===== config.mk =====
export PLATFORM = sky130hd
export DESIGN_NAME = pingpong_bank_ctrl
export DESIGN_NICKNAME = d
export VERILOG_FILES = /design/src/rtl/reorder_pkg.sv /design/src/rtl/pingpong_bank_ctrl.sv
export SDC_FILE = /design/constraint.sdc
export NUM_CORES = 1
export LEC_CHECK = 0
export CAP_MARGIN = 20
export CORE_UTILIZATION = 51
export CTS_BUF_LIST = sky130_fd_sc_hd__clkbuf_8
export CTS_CLUSTER_SIZE = 24
export DETAILED_ROUTE_END_ITERATION = 10
export PLACE_DENSITY = 0.93
export SETUP_SLACK_MARGIN = 0.2
export SYNTH_ARGS = -nofsm -noshare
export SYNTH_HDL_FRONTEND = slang
export SYNTH_SLANG_ARGS = --single-unit

===== constraint.sdc =====
create_clock -name clk -period 2.2 [get_ports clk]
set_input_delay 0.22 -clock clk [delete_from_list [all_inputs] [get_ports clk]]
set_output_delay 0.22 -clock clk [all_outputs]
set_load 0.05 [all_outputs]

===== src/rtl/reorder_pkg.sv =====
// Shared encodings for the ping-pong reorder buffer sequencer.
package reorder_pkg;
    localparam int NUM_BANKS = 2;

    typedef enum logic [1:0] {WR_IDLE = 2'd0, WR0 = 2'd1, WR1 = 2'd2, WR_WAIT = 2'd3} wr_state_t;
    typedef enum logic [1:0] {RD_IDLE = 2'd0, RD0 = 2'd1, RD1 = 2'd2} rd_state_t;

    function automatic wr_state_t wr_bank_st(input logic b);
        return b ? WR1 : WR0;
    endfunction

    function automatic rd_state_t rd_bank_st(input logic b);
        return b ? RD1 : RD0;
    endfunction
endpackage


===== src/rtl/pingpong_bank_ctrl.sv =====
// Ping-pong bank sequencer: picks the fill and drain banks, owns bank locks, counts frames.
//  state   | meaning
//  WR_IDLE | no bank selected yet since reset
//  WRb     | bank b takes writes until full
//  WR_WAIT | next bank still locked or en low
//  RD_IDLE | waiting for bank rd_ptr to lock
//  RDb     | bank b drains until empty
module pingpong_bank_ctrl
    import reorder_pkg::*;
#(
    parameter int CW = 16
) (
    input  logic          clk,
    input  logic          rst_n,
    input  logic          en,
    input  logic          full0,
    input  logic          full1,
    input  logic          empty0,
    input  logic          empty1,
    output logic          mem0wr_st_decode,
    output logic          mem1wr_st_decode,
    output logic          mem0rd_st_decode,
    output logic          mem1rd_st_decode,
    output logic          mem0_lock,
    output logic          mem1_lock,
    output logic [1:0]    banks_locked,
    output logic          wr_stall,
    output logic [CW-1:0] frames_written,
    output logic [CW-1:0] frames_read
);
    wr_state_t            r_wr_st, w_wr_nxt;
    rd_state_t            r_rd_st, w_rd_nxt;
    logic                 r_wr_ptr, r_rd_ptr;
    logic [NUM_BANKS-1:0] r_lock, w_lock_set, w_lock_clr;
    logic [CW-1:0]        r_frames_written, r_frames_read;

    assign w_lock_set = {(r_wr_st == WR1) && full1, (r_wr_st == WR0) && full0};
    assign w_lock_clr = {(r_rd_st == RD1) && empty1, (r_rd_st == RD0) && empty0};

    // Lock checks use the registered value, so a bank released on this edge is not reused until the next.
    always_comb begin
        w_wr_nxt = r_wr_st;
        case (r_wr_st)
            WR_IDLE: if (en) w_wr_nxt = wr_bank_st(r_wr_ptr);
            WR0:     if (full0) w_wr_nxt = (en && !r_lock[1]) ? WR1 : WR_WAIT;
            WR1:     if (full1) w_wr_nxt = (en && !r_lock[0]) ? WR0 : WR_WAIT;
            WR_WAIT: if (en && !r_lock[r_wr_ptr]) w_wr_nxt = wr_bank_st(r_wr_ptr);
            default: w_wr_nxt = WR_IDLE;
        endcase
    end

    always_comb begin
        w_rd_nxt = r_rd_st;
        case (r_rd_st)
            RD_IDLE: if (r_lock[r_rd_ptr]) w_rd_nxt = rd_bank_st(r_rd_ptr);
            RD0:     if (empty0) w_rd_nxt = RD_IDLE;
            RD1:     if (empty1) w_rd_nxt = RD_IDLE;
            default: w_rd_nxt = RD_IDLE;
        endcase
    end

    always_ff @(posedge clk or negedge rst_n) begin
        if (!rst_n) begin
            r_wr_st  <= WR_IDLE;
            r_wr_ptr <= 1'b0;
        end else begin
            r_wr_st <= w_wr_nxt;
            if (|w_lock_set) r_wr_ptr <= w_lock_set[0];
        end
    end

    always_ff @(posedge clk or negedge rst_n) begin
        if (!rst_n) begin
            r_rd_st  <= RD_IDLE;
            r_rd_ptr <= 1'b0;
        end else begin
            r_rd_st <= w_rd_nxt;
            if (|w_lock_clr) r_rd_ptr <= w_lock_clr[0];
        end
    end

    always_ff @(posedge clk or negedge rst_n) begin
        if (!rst_n) r_lock <= '0;
        else        r_lock <= (r_lock | w_lock_set) & ~w_lock_clr;
    end

    always_ff @(posedge clk or negedge rst_n) begin
        if (!rst_n) begin
            r_frames_written <= '0;
            r_frames_read    <= '0;
        end else begin
            if (|w_lock_set) r_frames_written <= r_frames_written + CW'(1);
            if (|w_lock_clr) r_frames_read    <= r_frames_read + CW'(1);
        end
    end

    assign mem0wr_st_decode = (r_wr_st == WR0);
    assign mem1wr_st_decode = (r_wr_st == WR1);
    assign mem0rd_st_decode = (r_rd_st == RD0);
    assign mem1rd_st_decode = (r_rd_st == RD1);
    assign mem0_lock        = r_lock[0];
    assign mem1_lock        = r_lock[1];
    assign banks_locked     = {1'b0, r_lock[0]} + {1'b0, r_lock[1]};
    assign wr_stall         = (r_wr_st == WR_WAIT);
    assign frames_written   = r_frames_written;
    assign frames_read      = r_frames_read;

    a_wr_onehot0: assert property (@(posedge clk) disable iff (!rst_n)
        $onehot0({mem0wr_st_decode, mem1wr_st_decode}));
    a_rd_onehot0: assert property (@(posedge clk) disable iff (!rst_n)
        $onehot0({mem0rd_st_decode, mem1rd_st_decode}));
    a_no_wr_rd_same: assert property (@(posedge clk) disable iff (!rst_n)
        !(mem0wr_st_decode && mem0rd_st_decode) && !(mem1wr_st_decode && mem1rd_st_decode));
    a_no_wr_locked: assert property (@(posedge clk) disable iff (!rst_n)
        !(mem0wr_st_decode && mem0_lock) && !(mem1wr_st_decode && mem1_lock));
endmodule

==> results of run 1 <==
-- area by class of cell --
type,instances,share of cell area [%]
clock inverter,2,0.347
multi-input combinational,127,35.1
tap,46,2.28
clock buffer,5,2.72
inverter,9,1.34
sequential,40,39.6
timing repair buffer,47,18.6
-- cell families after synthesis --
group	Yosys count	synth area share [%]
compound gates	16	5.38
xor+xnor	30	13.6
fa+ha+maj	8	5.18
buf+inv	10	2.33
flops	40	51.8
mux	4	2.40
simple gates	69	19.3
-- registers in the layout, summed over array words and instances, names as in the netlist --
| name | count |
|---|---|
| r_rd_st | 2 |
| r_rd_ptr | 1 |
| r_lock | 2 |
| r_wr_ptr | 1 |
| frames_written | 16 |
| frames_read | 16 |
| r_wr_st | 2 |
-- power by group --
part           switching, mW  internal (mW)  total (mW)
Sequential             0.244          0.903        1.15
Clock                  0.229          0.211       0.439
Combinational           1.06          0.602        1.66
-- metal layers --
metal | vias to the layer above | track usage, % | wire length, µm
li1 | 721 | - | -
met1 | 708 | 25.1 | 1650
met2 | 46 | 33.1 | 1760
met3 | 6 | 5.80 | 157
met4 | 0 | 6.82 | 46
met5 | - | 0 | 0
-- worst max path at each step --
| stage | end | start | slack [ns] | cells after the start |
|---|---|---|---|---|
| after floorplan | frames_written[12]$_DFFE_PN0P_ | r_wr_st[0]$_DFFE_PN0P_ | 0.33 | 6 |
| after global placement | mem1wr_st_decode | r_wr_st[0]$_DFFE_PN0P_ | 0.45 | 3 |
| after detailed placement | frames_written[12]$_DFFE_PN0P_ | full0 | 0.41 | 5 |
| after CTS | mem1rd_st_decode | r_rd_st[0]$_DFFE_PN0P_ | 0.20 | 2 |
| after global routing | wr_stall | r_wr_st[1]$_DFFE_PN0P_ | 0.25 | 2 |
| final | wr_stall | r_wr_st[1]$_DFFE_PN0P_ | 0.29 | 2 |
-- stage by stage --
stage / instance area, µm² / utilization (%)
CTS: 2520 / 72.7
detailed placement: 2450 / 70.5
global placement: 2450 / 70.5
finish: 2530 / 72.9
floorplan: 1930 / -
global route: 2530 / 72.9
-- synth_stat cells --
| cell type | count |
|---|---|
| dfrtp_1 | 40 |
| xnor2_1 | 20 |
| nand2_1 | 17 |
| nor2_1 | 15 |
| nand4_1 | 10 |
| xor2_1 | 10 |
| inv_1 | 9 |
| nand3_1 | 9 |
| ha_1 | 8 |
| a21oi_1 | 5 |
| and4_1 | 4 |
| o21ai_0 | 4 |
| and3_1 | 3 |
| and2b_2 | 2 |
| and3b_2 | 2 |
| mux2i_1 | 2 |
| nor2b_1 | 2 |
| nor3_1 | 2 |
| nor4_2 | 2 |
| a221oi_1 | 1 |
| a22oi_2 | 1 |
| a31o_2 | 1 |
| a31oi_1 | 1 |
| buf_6 | 1 |
| mux2_2 | 1 |
| mux2_4 | 1 |
| o2111ai_1 | 1 |
| o211ai_1 | 1 |
| o22ai_1 | 1 |
| or2_1 | 1 |
-- critical path: stages (launching register included) --
cell,delay [ns]
dfrtp_1,0.40
ha_1,0.20
clkdlybuf4s50_1,0.81
==> flow_summary.ini, run 1 <==
[grt]
grt_first_pass_wirelength_um = 6300
grt_max_degree = 41
grt_usage_pct = 20.1
grt_pass1_vias = 1430
antenna_found_initial = 0
grt_overflow = 0

[yosys]
synth_top_area_share_pct = 51.8
ys_seq_elements = 40
ys_top_cells_by_area = dfrtp_1, xnor2_1, ha_1
yosys_warnings = 0
avgSynthCellArea_um2 = 10.9
synth_cell_types = 30
netlist_instances = 177
syn-num-nets = 192
yosysTopAreaCell = dfrtp_1
ys_seq_area_share_pct = 51.8
netlist_area_um2 = 1930

[cts]
cts_tree = yes
cts_made_buffers = 5
htree_levels = 2
cts_setup_buffers = 0
postCtsHoldBufs = 0
clkSinkCount = 40
cts_resized = 3
insertion_delay_ns = 0.29
cts-root-buf = clkbuf_8
cts_buffer_depth = 2
cts.clk_slew.worst_paths_ns = 0.07

[floorplanning]
die_area_um2 = 4040
core.rowCount = 21
ios = 48
start_util_pct = 55.7
die_w_um = 63.5
core_um2 = 3470
die-height_um = 63.5

[route]
final_antenna_net_count = 0
firstDrtPassIters = 4
wl_per_cell_um = 13.1
wl_um = 3620
num_vias = 1481
vias_per_cell = 5.37
drt-initial-drc-count = 51
drcViolationCount = 0

[layout]
mostFrequentLayoutCells = dfrtp_1, clkdlybuf4s50_1, xnor2_1
multi_input_area_um2 = 888
seq_area_um2 = 1000
final_nets = 245
drive_gt1_share_pct = 7.83
antenna_cells = 0
final_cells = 276
n_fill_cell = 274
area_delta_synth_final_pct = 30.8

[sta]
min_period_over_period_pct = 86.7
finClkSkew_ns = 0.00425
slew_violations = 0
relSlewSlack_pct = 43.7
fin_ws_ns = 0.292
period_needed_ns = 1.91
finalHoldViolations = 0
tightestPinTransition_ns = 0.845
fmax_ghz = 0.524
tns_ns = 0
rsz0062_at_grt = no
hold_slack_ns = 0.0381
setup_viol = 0

[placement]
post-place-cells = 269
pre_cts_slack_ns = 0.413
port_buffers = 47
place_hpwl_um = 2720
place_congestion = 0.819

[power_and_ir_drop]
p_per_area_nw_per_um2 = 1290
worst_ir_drop_vdd_v = 0.00122
p_leak_nw = 1.20
total_power_mw = 3.25

[flow_run]
max_cap_viol_count = 0

[critical_path]
reg2reg_slack_ns = 0.45
critPathKind = reg2out
endpoint_kind = output pin
critPathLaunchType = flip-flop
arrival_ns = 1.69
critical_path_required_ns = 1.98
r2r_cells = 6
r2r_end = r_wr_st[1]$_DFFE_PN0P_
r2r_start = r_wr_st[0]$_DFFE_PN0P_
worstPathMaxFanout = 4

[status]
status = finished clean

[hold_path]
hp-class = in2async
Power figures use the tool's default switching activity.
==> run 2: changes to the inputs <==
--- a/config.mk
+++ b/config.mk
@@ -12,6 +12,7 @@
 export DETAILED_ROUTE_END_ITERATION = 10
 export PLACE_DENSITY = 0.93
 export SETUP_SLACK_MARGIN = 0.2
+export SKIP_LAST_GASP = 1
 export SYNTH_ARGS = -nofsm -noshare
 export SYNTH_HDL_FRONTEND = slang
 export SYNTH_SLANG_ARGS = --single-unit
==> constraint.sdc (replaced) <==
create_clock -name clk -period 2.2 [get_ports clk]
set_input_delay 0.22 -clock clk [delete_from_list [all_inputs] [get_ports clk]]
set_output_delay 0.22 -clock clk [all_outputs]
set_load 0.02 [all_outputs]
==> run 2 against run 1 <==
Compared with the run above: cell count grew 0.36%; clock power grew 47%; clock skew is essentially flat; first-iteration DRC count grew 76%; clock-buffer cell count grew 2; register-to-register slack lost 0.11 ns; fmax is essentially flat; largest power group unchanged; non-clock buffer count is the same; via count grew 3.0%; design area grew 1.8%; critical path depth is the same; sequential share of layout area shrank 0.69 points; largest cell class unchanged.
==> flow_summary.ini, run 2 (same netlist as run 1, synthesis figures left out) <==
[cts]
cts-root-buf = clkbuf_8
cts.clk_slew.worst_paths_ns = 0.08
cts_buffer_depth = 2
postCtsHoldBufs = 0
cts_tree = yes
htree_levels = 2
cts_made_buffers = 5
clkSinkCount = 40
insertion_delay_ns = 0.29

[sta]
slew_violations = 0
finClkSkew_ns = 0.00444
min_period_over_period_pct = 86.8
setup_viol = 0
relSlewSlack_pct = 43.9
fmax_ghz = 0.524
tns_ns = 0
hold_slack_ns = 0.0226
tightestPinTransition_ns = 0.841
period_needed_ns = 1.91
rsz0062_at_grt = yes
finalHoldViolations = 0

[critical_path]
critPathLaunchType = flip-flop
arrival_ns = 1.69
critical_path_required_ns = 1.98
worstPathMaxFanout = 6
critPathKind = reg2out
endpoint_kind = output pin

[grt]
grt_usage_pct = 22.9
grt_max_degree = 41
grt_first_pass_wirelength_um = 7030
grt_pass1_vias = 1565
grt_overflow = 0
antenna_found_initial = 0

[placement]
place_hpwl_um = 2850
place_congestion = 0.766
port_buffers = 47

[floorplanning]
die_w_um = 63.5
die_area_um2 = 4040
ios = 48
start_util_pct = 55.7
core.rowCount = 21
core_um2 = 3470
die-height_um = 63.5

[power_and_ir_drop]
p_leak_nw = 1.18
p_per_area_nw_per_um2 = 1200
worst_ir_drop_vdd_v = 0.000773
total_power_mw = 3.09

[route]
final_antenna_net_count = 0
drt-initial-drc-count = 90
wl_um = 4060
wl_per_cell_um = 14.7
firstDrtPassIters = 4
vias_per_cell = 5.51
num_vias = 1526
drcViolationCount = 0

[hold_path]
hp-class = in2async

[status]
status = finished clean

[layout]
mostFrequentLayoutCells = clkdlybuf4s50_1, dfrtp_1, xnor2_1
final_nets = 245
antenna_cells = 0
drive_gt1_share_pct = 8.23
n_fill_cell = 256
layout_commonest_cell = clkdlybuf4s50_1
area_delta_synth_final_pct = 33.2

[flow_run]
max_cap_viol_count = 0
[run 2: layer usage]
metal / vias to the layer above / GRT usage [%] / wire, µm
li1: 720 / - / -
met1: 724 / 27.7 / 1700
met2: 66 / 36.8 / 2020
met3: 16 / 6.16 / 213
met4: 0 / 12.5 / 127
met5: - / 0 / 0
[run 2: worst paths after layout]
path	from	slack, ns	endpoint	cells past startpoint
worst max-delay path	r_lock[0]$_DFF_PN0_	0.29	banks_locked[0]	2
worst min-delay path	rst_n	0.02	frames_written[7]$_DFFE_PN0P_	1
max in group asynchronous	rst_n	1.64	r_rd_ptr$_DFFE_PN0P_	1
worst min register to register	frames_read[15]$_DFFE_PN0P_	0.47	frames_read[15]$_DFFE_PN0P_	1
worst max register to register	r_wr_st[0]$_DFFE_PN0P_	0.34	frames_written[12]$_DFFE_PN0P_	6
min in group clk	frames_read[15]$_DFFE_PN0P_	0.47	frames_read[15]$_DFFE_PN0P_	1
[run 2: per-stage QoR]
stage	setup WS, ns	instance area (µm²)	instances	utilization, %
final	0.291	2570	277	74.2
after global routing	0.196	2570	277	74.2
after CTS	0.223	2570	277	74.1
after detailed placement	0.383	2440	269	70.5
after global placement	0.481	2440	269	70.5
after floorplan	0.400	1930	177	-
[run 2: cell type report]
type,count,area [µm²],area share [%]
flip-flops and latches,40,1000,38.9
multi-input cells,127,886,34.4
repair buffers,47,468,18.2
clock buffers,7,96.3,3.75
well taps,46,57.6,2.24
inverters,9,33.8,1.31
clock inverters,1,30.0,1.17
[run 2: timing repair]
| item | 4_1_cts | 5_1_grt |
|---|---|---|
| buffers inserted | 0 | 0 |
| endpoints found under the setup margin | 0 | 1 |
| hold endpoints to repair | 0 | 0 |
| resized for setup | 0 | 1 |
[run 2: power breakdown]
part           switching (mW)  internal [mW]  leakage [nW]
sequential              0.243          0.902         0.520
combinational           0.664          0.635         0.595
clock                   0.247          0.400        0.0645
total                    1.15           1.94          1.18
[run 2: worst max-delay path, cell delays in order (launching register included)]
cell and delay [ns]:
dfrtp_1 0.46, ha_1 0.33, clkdlybuf4s50_1 0.62
